File: config.mk
export PLATFORM = sky130hd
export DESIGN_NAME = wta_disp_select
export DESIGN_NICKNAME = d
export VERILOG_FILES = /design/src/rtl/wta_disp_select.sv
export SDC_FILE = /design/constraint.sdc
export NUM_CORES = 2
export LEC_CHECK = 0
export ABC_AREA = 0
export CORE_MARGIN = 2
export CORE_UTILIZATION = 46
export DETAILED_ROUTE_END_ITERATION = 12
export GPL_TIMING_DRIVEN = 1
export SLEW_MARGIN = 20
export SYNTH_ARGS = -nofsm -noshare
export SYNTH_HDL_FRONTEND = slang
export SYNTH_SLANG_ARGS = --single-unit
File: constraint.sdc
create_clock -name aclk -period 5.1 [get_ports aclk]
set_input_delay 1.02 -clock aclk [delete_from_list [all_inputs] [get_ports aclk]]
set_output_delay 1.02 -clock aclk [all_outputs]
set_load 0.01 [all_outputs]
File: src/rtl/wta_disp_select.sv
// Pipelined winner-take-all disparity selector: registered arg-min tree over per-disparity
// SAD costs, tracking the second minimum so ambiguous matches can be flagged invalid.
module wta_disp_select #(
  parameter int ELEM        = 64,
  parameter int DATA_WIDTH  = 8,
  parameter int OUT_WIDTH   = 8,
  parameter int DISP_SHIFT  = 2,
  parameter bit TIE_LOW     = 1'b1,
  parameter int INVALID_VAL = 0
) (
  input  logic                         aclk,
  input  logic                         aresetn,
  input  logic                         c_en,
  input  logic                         i_valid,
  input  logic [ELEM*DATA_WIDTH-1:0]   i_sads_data,
  input  logic [3:0]                   i_uniq,
  output logic                         o_valid,
  output logic [OUT_WIDTH-1:0]         o_disp_data,
  output logic [DATA_WIDTH-1:0]        o_min_cost,
  output logic                         o_unique
);

  localparam int L   = $clog2(ELEM);
  localparam int P   = 1 << L;
  localparam int IW  = L;
  localparam int SHW = IW + DISP_SHIFT + OUT_WIDTH;
  localparam logic [DATA_WIDTH-1:0] ONES = '1;

  typedef struct packed {
    logic                  pad;
    logic [DATA_WIDTH-1:0] minCost;
    logic [IW-1:0]         idx;
    logic [DATA_WIDTH-1:0] secCost;
  } node_t;

  // Pad lanes lose every comparison, ties included, and never leak into the second minimum.
  function automatic node_t merge(input node_t a, input node_t b);
    logic                  bWins;
    node_t                 win;
    node_t                 lose;
    node_t                 res;
    logic [DATA_WIDTH-1:0] loseMin;
    if (a.pad)                         bWins = 1'b1;
    else if (b.pad)                    bWins = 1'b0;
    else if (a.minCost == b.minCost)   bWins = !TIE_LOW;
    else                               bWins = (b.minCost < a.minCost);
    win         = bWins ? b : a;
    lose        = bWins ? a : b;
    loseMin     = lose.pad ? ONES : lose.minCost;
    res.pad     = a.pad & b.pad;
    res.minCost = win.minCost;
    res.idx     = win.idx;
    res.secCost = (loseMin < win.secCost) ? loseMin : win.secCost;
    return res;
  endfunction

  for (genvar s = 0; s <= L; s++) begin : g_lvl
    localparam int NODES = P >> s;
    node_t      node [NODES];
    logic [3:0] uniq;
    logic       vld;

    if (s == 0) begin : g_leaf
      // Level 0 is the unregistered view of the input word.
      for (genvar k = 0; k < P; k++) begin : g_lane
        if (k < ELEM) begin : g_real
          assign node[k] = '{pad: 1'b0, minCost: i_sads_data[k*DATA_WIDTH +: DATA_WIDTH],
                             idx: IW'(k), secCost: ONES};
        end else begin : g_pad
          assign node[k] = '{pad: 1'b1, minCost: ONES, idx: IW'(k), secCost: ONES};
        end
      end
      assign uniq = i_uniq;
      assign vld  = i_valid;
    end else begin : g_merge
      node_t node_d [NODES];

      always_comb begin
        for (int n = 0; n < NODES; n++) begin
          node_d[n] = merge(g_lvl[s-1].node[2*n], g_lvl[s-1].node[2*n+1]);
        end
      end

      always_ff @(posedge aclk or negedge aresetn) begin
        if (!aresetn) begin
          for (int n = 0; n < NODES; n++) node[n] <= '0;
          uniq <= '0;
          vld  <= 1'b0;
        end else if (c_en) begin
          node <= node_d;
          uniq <= g_lvl[s-1].uniq;
          vld  <= g_lvl[s-1].vld;
        end
      end
    end
  end

  node_t                 root;
  logic [DATA_WIDTH+3:0] diffScaled;
  logic [DATA_WIDTH+3:0] minScaled;
  logic                  unique_d;
  logic [OUT_WIDTH-1:0]  disp_d;
  logic                  valid_q;
  logic [OUT_WIDTH-1:0]  disp_q;
  logic [DATA_WIDTH-1:0] minCost_q;
  logic                  unique_q;

  assign root = g_lvl[L].node[0];

  // Uniqueness test 16*(second-min) >= min*ratio, widened so neither side can wrap.
  always_comb begin
    diffScaled = {root.secCost - root.minCost, 4'b0000};
    minScaled  = (DATA_WIDTH+4)'(root.minCost) * (DATA_WIDTH+4)'(g_lvl[L].uniq);
    unique_d   = !root.pad && ((g_lvl[L].uniq == 4'd0) || (diffScaled >= minScaled));
    disp_d     = unique_d ? OUT_WIDTH'(SHW'(root.idx) << DISP_SHIFT) : OUT_WIDTH'(INVALID_VAL);
  end

  always_ff @(posedge aclk or negedge aresetn) begin
    if (!aresetn) begin
      valid_q   <= 1'b0;
      disp_q    <= '0;
      minCost_q <= '0;
      unique_q  <= 1'b0;
    end else if (c_en) begin
      valid_q   <= g_lvl[L].vld;
      disp_q    <= disp_d;
      minCost_q <= root.minCost;
      unique_q  <= unique_d;
    end
  end

  assign o_valid     = valid_q;
  assign o_disp_data = disp_q;
  assign o_min_cost  = minCost_q;
  assign o_unique    = unique_q;

endmodule

# ---- After elaboration in Yosys (flattened, before gate mapping)
# Cells that the tools add are included.
# W data, S select, Z words.
dict set report word_totals {
  reg_bits 1434
  latchBits 0
  mem_bits_rw 0
  rom_bits 0
  in_bits 520
  output_inout_bits 18
  elab_cells 715
  mem_count 0
}
dict set report op_classes {
  addsub 1
  n_mul 1
  div_mod_pow 0
  n_lt_le_gt_ge 127
  eq_ne 63
  shift 0
  muxes 316
  bitwise_logic 0
  n_reduce_logical 2
}
# op count
set op_table {}
lappend op_table {{$mux W22} 126}
lappend op_table {{$mux W8} 127}
lappend op_table {{$lt A8 B8 Y1} 126}
lappend op_table {{$eq A8 B8 Y1} 63}
lappend op_table {{$mux W1} 63}
lappend op_table {{$ge A12 B12 Y1} 1}
lappend op_table {{$mul A8 B4 Y12} 1}
lappend op_table {{$sub A8 B8 Y8} 1}
lappend op_table {{$logic_not A4 Y1} 1}
lappend op_table {{$logic_or A1 B1 Y1} 1}

# ---- Depth between registers and ports, before layout
dict set report depth {
  word_depth 6
  ltp_mapped 20
  depth_no_buf 20
}

# ---- Worst setup path before layout
# Ideal clock, no wire load.
dict set report synth_path {
  kind {reg2reg}
  start {register g_lvl[6].uniq[3]}
  end {register disp_q[2], in the netlist o_disp_data[2]}
  setup_ps 121
  t_arrival_ps 4163
  t_required_ps 4979
  path_slack_ps 816
  stages_incl_launch_ff 21
  n_path_buf 0
  synth_period_minus_slack_ps 4284
  cell_sequence {dfrtp_1 and2_1 fa_1 inv_1 fa_1 inv_1 ha_1 nor2b_1 o21ai_0 a21boi_1 o21ai_0 nand2b_1 a21o_1 a21oi_1 xor2_1 ha_1 a21oi_1 nor2b_1 o31ai_1 nand2_1 a22o_1}
}
dict set report synth_between {
  elab_chain_cells 4
  word_cells_on_any_way 5
  cone_classes {1 x mul; 1 x order compare; 1 x mux; 2 x reduce/logical}
}
# element line_no
set synth_rtl {}
lappend synth_rtl {{start: declaration} 60} ;# logic [3:0] uniq;
lappend synth_rtl {{start signal: assignment} 91} ;# uniq <= g_lvl[s-1].uniq;
lappend synth_rtl {{$mul A8 B4 Y12} 113} ;# minScaled = (DATA_WIDTH+4)'(root.minCost) * (DATA_WIDTH+4)'(g_lvl[L].uniq);
lappend synth_rtl {{$ge A12 B12 Y1} 114} ;# unique_d = !root.pad && ((g_lvl[L].uniq == 4'd0) || (diffScaled >= minScaled));
lappend synth_rtl {{$logic_or A1 B1 Y1 (*)} 114}
lappend synth_rtl {{$mux W8 (*)} 115} ;# disp_d = unique_d ? OUT_WIDTH'(SHW'(root.idx) << DISP_SHIFT) : OUT_WIDTH'(INVALID_VAL);
lappend synth_rtl {{end signal: assignment} 126} ;# disp_q <= disp_d;
lappend synth_rtl {{end: declaration} 104} ;# logic [OUT_WIDTH-1:0] disp_q;
# Mark *: on every way between the ends. The rest lies on a longest branch, timed or not.
# A chain may end at the register's enable or synchronous reset.

# ---- Final worst setup path
dict set report layout_path {
  start {register g_lvl[6].uniq[2]}
  end {register disp_q[6], in the netlist o_disp_data[6]}
}
# The elaborated chain is that of the path after synthesis.

==> out/results.ini <==
[outcome]
outcome = completed

[drt]
drtIter0Drc = 3792
routed_wl_um = 196000
ant_nets = 0
via_per_inst = 5.40
wl_per_cell_um = 17.4
drc_errors = 0
vias = 60700
first_pass_iters = 6

[yosys]
synthAdderAreaFrac = 0.124
synthXorXnorAreaFrac = 0.00168
synth_top_family_by_area = compound AO/OA/AOI/OAI gates
yosysUniqueCellTypes = 59
yosys_register_bits = 1201
synthMuxAreaShare = 0.124
synth_top_area_frac = 0.385
synth_edf_count = 0
yosys.area_share.simple = 0.118
postSynthCellCount = 8544
netlist_area_mm2 = 0.0780
ys_warn_count = 0
synth_area_per_cell_um2 = 9.13
synth_top_flop_cell = dfrtp_1
synthArstFlopShare = 1.00
synth_compound_area_frac = 0.188
synth_top_area_cell = dfrtp_1
synth-seq-area-share = 0.385
synth.area.top_cells = dfrtp_1 (39%), ha_1 (12%), mux2i_1 (10%), a21oi_1 (8.3%), nor2_1 (6.3%)

[clock_tree]
h-tree-depth = 4
tritoncts = done
cts_sinks = 1201
clkTransAtPathRegs_ns = 0.06
clk_latency_ns = 0.76
root_buffer = clkbuf_16
clockBufferDepth = 3
numCtsBuffers = 141

[global_route]
grt_pass1_vias = 60300
grt_pass1_wl_um = 320000
track_usage = 0.225
grt_antenna_before_repair = 1
grt_overflow = 0
grt_max_degree = 164

[die]
core_mm2 = 0.169
die_width_um = 416
initial_utilization = 0.462
placementRows = 151
dieArea_mm2 = 0.173
ios = 538
dieHeight_um = 416

[critical_path]
cpLargestDelayFamily = adder cells
critPathRequiredTime_ns = 5.74
critical_path_arrival_ns = 5.28
cp-start-kind = flip-flop
slowest_stage = fa_1
criticalPathCategory = flip-flop to flip-flop
worst-path-stages = 20
worstRegToRegCells = 20
rr_startpoint = g_lvl[6].uniq[2]$_DFFE_PN0P_
path_max_fanout = 10
cp_cell_sequence = and2_1 -> fa_1 -> inv_1 -> fa_1 -> inv_1 -> ha_1 -> nor2b_1 -> o21ai_0 -> a21boi_1 -> o21ai_0 -> nand2b_1 -> a21o_1 -> a21oi_1 -> xor2_1 -> ha_1 -> a21oi_1 -> nor2b_1 -> o31ai_2 -> nand2_2 -> a22o_1
r2r-end = o_disp_data[6]$_DFFE_PN0P_
cp_num_buf_inv = 2
crit_path_end_kind = flip-flop
r2r_slack_ns = 0.46
slowest_delay_ns = 0.54

[timing]
rsz0062_at_grt = no
timing.final.crit_share = 0.911
finalClockSkew_ns = 0.0248
tightest_slew_ns = 1.06
tns_ns = 0
fmax_ghz = 0.215
post-route-min-period_ns = 4.64
relSlewSlack = 0.295
slew_viol_final = 0
fin_ws_ns = 0.455
hold_viol_final = 0
setup_viol = 0

[flow_run]
drv_cap = 0

[layout]
synthToLayoutAreaGrowth_pct = 15.5
drive_above_1_share = 0.0756
layout_commonest_cell = nor2_1
seqCellArea_mm2 = 0.0301
n_antenna_cell = 0
fin_nets = 10200
final_cell_mix = nor2_1 (1,317), a21oi_1 (1,292), dfrtp_1 (1,200)
multiInputGateArea_mm2 = 0.0435
nFillCells = 15600

[power_and_ir_drop]
power_frac_clock = 0.192
vdd_drop_max_mv = 0.348
seqPwrFrac = 0.278
powerDensity_mw_per_mm2 = 598
p_leak_uw = 0.0418
p_switching_uw = 23300
p_int_uw = 30600
total_power_uw = 53900
power_switching_share = 0.432
combinationalPowerShare = 0.530

[worst_hold_path]
hold_path.class = input pin to async pin

[placed_design]
place.gp.congestion = 0.866
place_ws_ns = 0.349
portBuffers = 535
post-dp-hpwl_um = 147000

[power groups by stage]
stage	clock, µW	combinational, µW	sequential [µW]
5_1_grt	11000	32600	15400
6_report	10300	28500	15000
3_5_place_dp	0	28400	15100
4_1_cts	10600	28600	15000
3_3_place_gp	0	27800	15100
2_1_floorplan	0	22600	14000
[how the worst max path moves through the flow]
stage	from	to	slack, ns
3_3_place_gp	g_lvl[6].uniq[2]$_DFFE_PN0P_	o_disp_data[3]$_DFFE_PN0P_	0.31
2_1_floorplan	g_lvl[6].uniq[3]$_DFFE_PN0P_	o_disp_data[2]$_DFFE_PN0P_	0.82
3_5_place_dp	g_lvl[6].uniq[2]$_DFFE_PN0P_	o_disp_data[2]$_DFFE_PN0P_	0.35
5_1_grt	g_lvl[6].uniq[2]$_DFFE_PN0P_	o_disp_data[7]$_DFFE_PN0P_	0.03
6_report	g_lvl[6].uniq[2]$_DFFE_PN0P_	o_disp_data[6]$_DFFE_PN0P_	0.46
4_1_cts	g_lvl[6].uniq[2]$_DFFE_PN0P_	o_disp_data[6]$_DFFE_PN0P_	0.31
[routing by layer]
metal,track usage,part of all wire
met3,0.0259,0.036
met2,0.365,0.46
met4,0.0541,0.021
met1,0.322,0.48
met5,0,0
[cells in the mapped netlist (16+ instances only)]
| library cell | count |
|---|---|
| nor2_1 | 1317 |
| a21oi_1 | 1292 |
| dfrtp_1 | 1201 |
| mux2i_1 | 776 |
| ha_1 | 752 |
| inv_1 | 619 |
| nand2_1 | 424 |
| o21ai_0 | 316 |
| clkbuf_1 | 268 |
| and2_1 | 153 |
| mux2_2 | 150 |
| a21o_1 | 143 |
| o31ai_1 | 116 |
| a22oi_1 | 105 |
| nand2b_1 | 75 |
| buf_4 | 65 |
| o21a_1 | 64 |
| o211ai_1 | 63 |
| nand4_1 | 62 |
| buf_2 | 58 |
| a31oi_1 | 50 |
| nand3_1 | 48 |
| buf_6 | 38 |
| nor2b_1 | 35 |
| a2111oi_0 | 32 |
| a21oi_2 | 32 |
| o21ai_1 | 32 |
| nand2b_4 | 20 |
| o21ai_2 | 17 |
| a211o_1 | 16 |
| nor3b_1 | 16 |
[sequential cells by signal (all words and copies together), names as in the netlist]
signal	count
g_lvl.node	1155
g_lvl.uniq	24
o_min_cost	8
g_lvl.vld	6
o_disp_data	6
o_unique	1
o_valid	1
[final cells by class]
class / instances / area share
sequential: 1201 / 0.334
clock buffer: 209 / 0.0467
tap: 2218 / 0.0308
inverter: 629 / 0.0263
timing repair buffer: 662 / 0.0733
clock inverter: 48 / 0.00633
multi-input combinational: 6278 / 0.483
[kinds of logic after synthesis]
group / after synthesis
fa+ha+maj: 765
other cells: 1
flops: 1201
simple gates: 2153
compound gates: 2402
mux: 941
buf+inv: 1066
xor+xnor: 15
[per-stage QoR]
step           instances  hold slack, ns  instance area [µm²]   util
3_5_place_dp       11000           0.470                85300  0.505
6_report           11200           0.189                90100  0.533
3_3_place_gp       11000           0.460                85200  0.505
4_1_cts            11200           0.208                90000  0.533
5_1_grt            11200           0.229                90100  0.533
2_1_floorplan       8545           0.448                78000      -
[what timing repair did]
action,in CTS,in global routing
hold endpoints to repair,0,0
setup buffers,0,0
hold buffers,0,0
resized for setup,0,2
endpoints found under the setup margin,0,6
(Power assumes the default switching activity.)
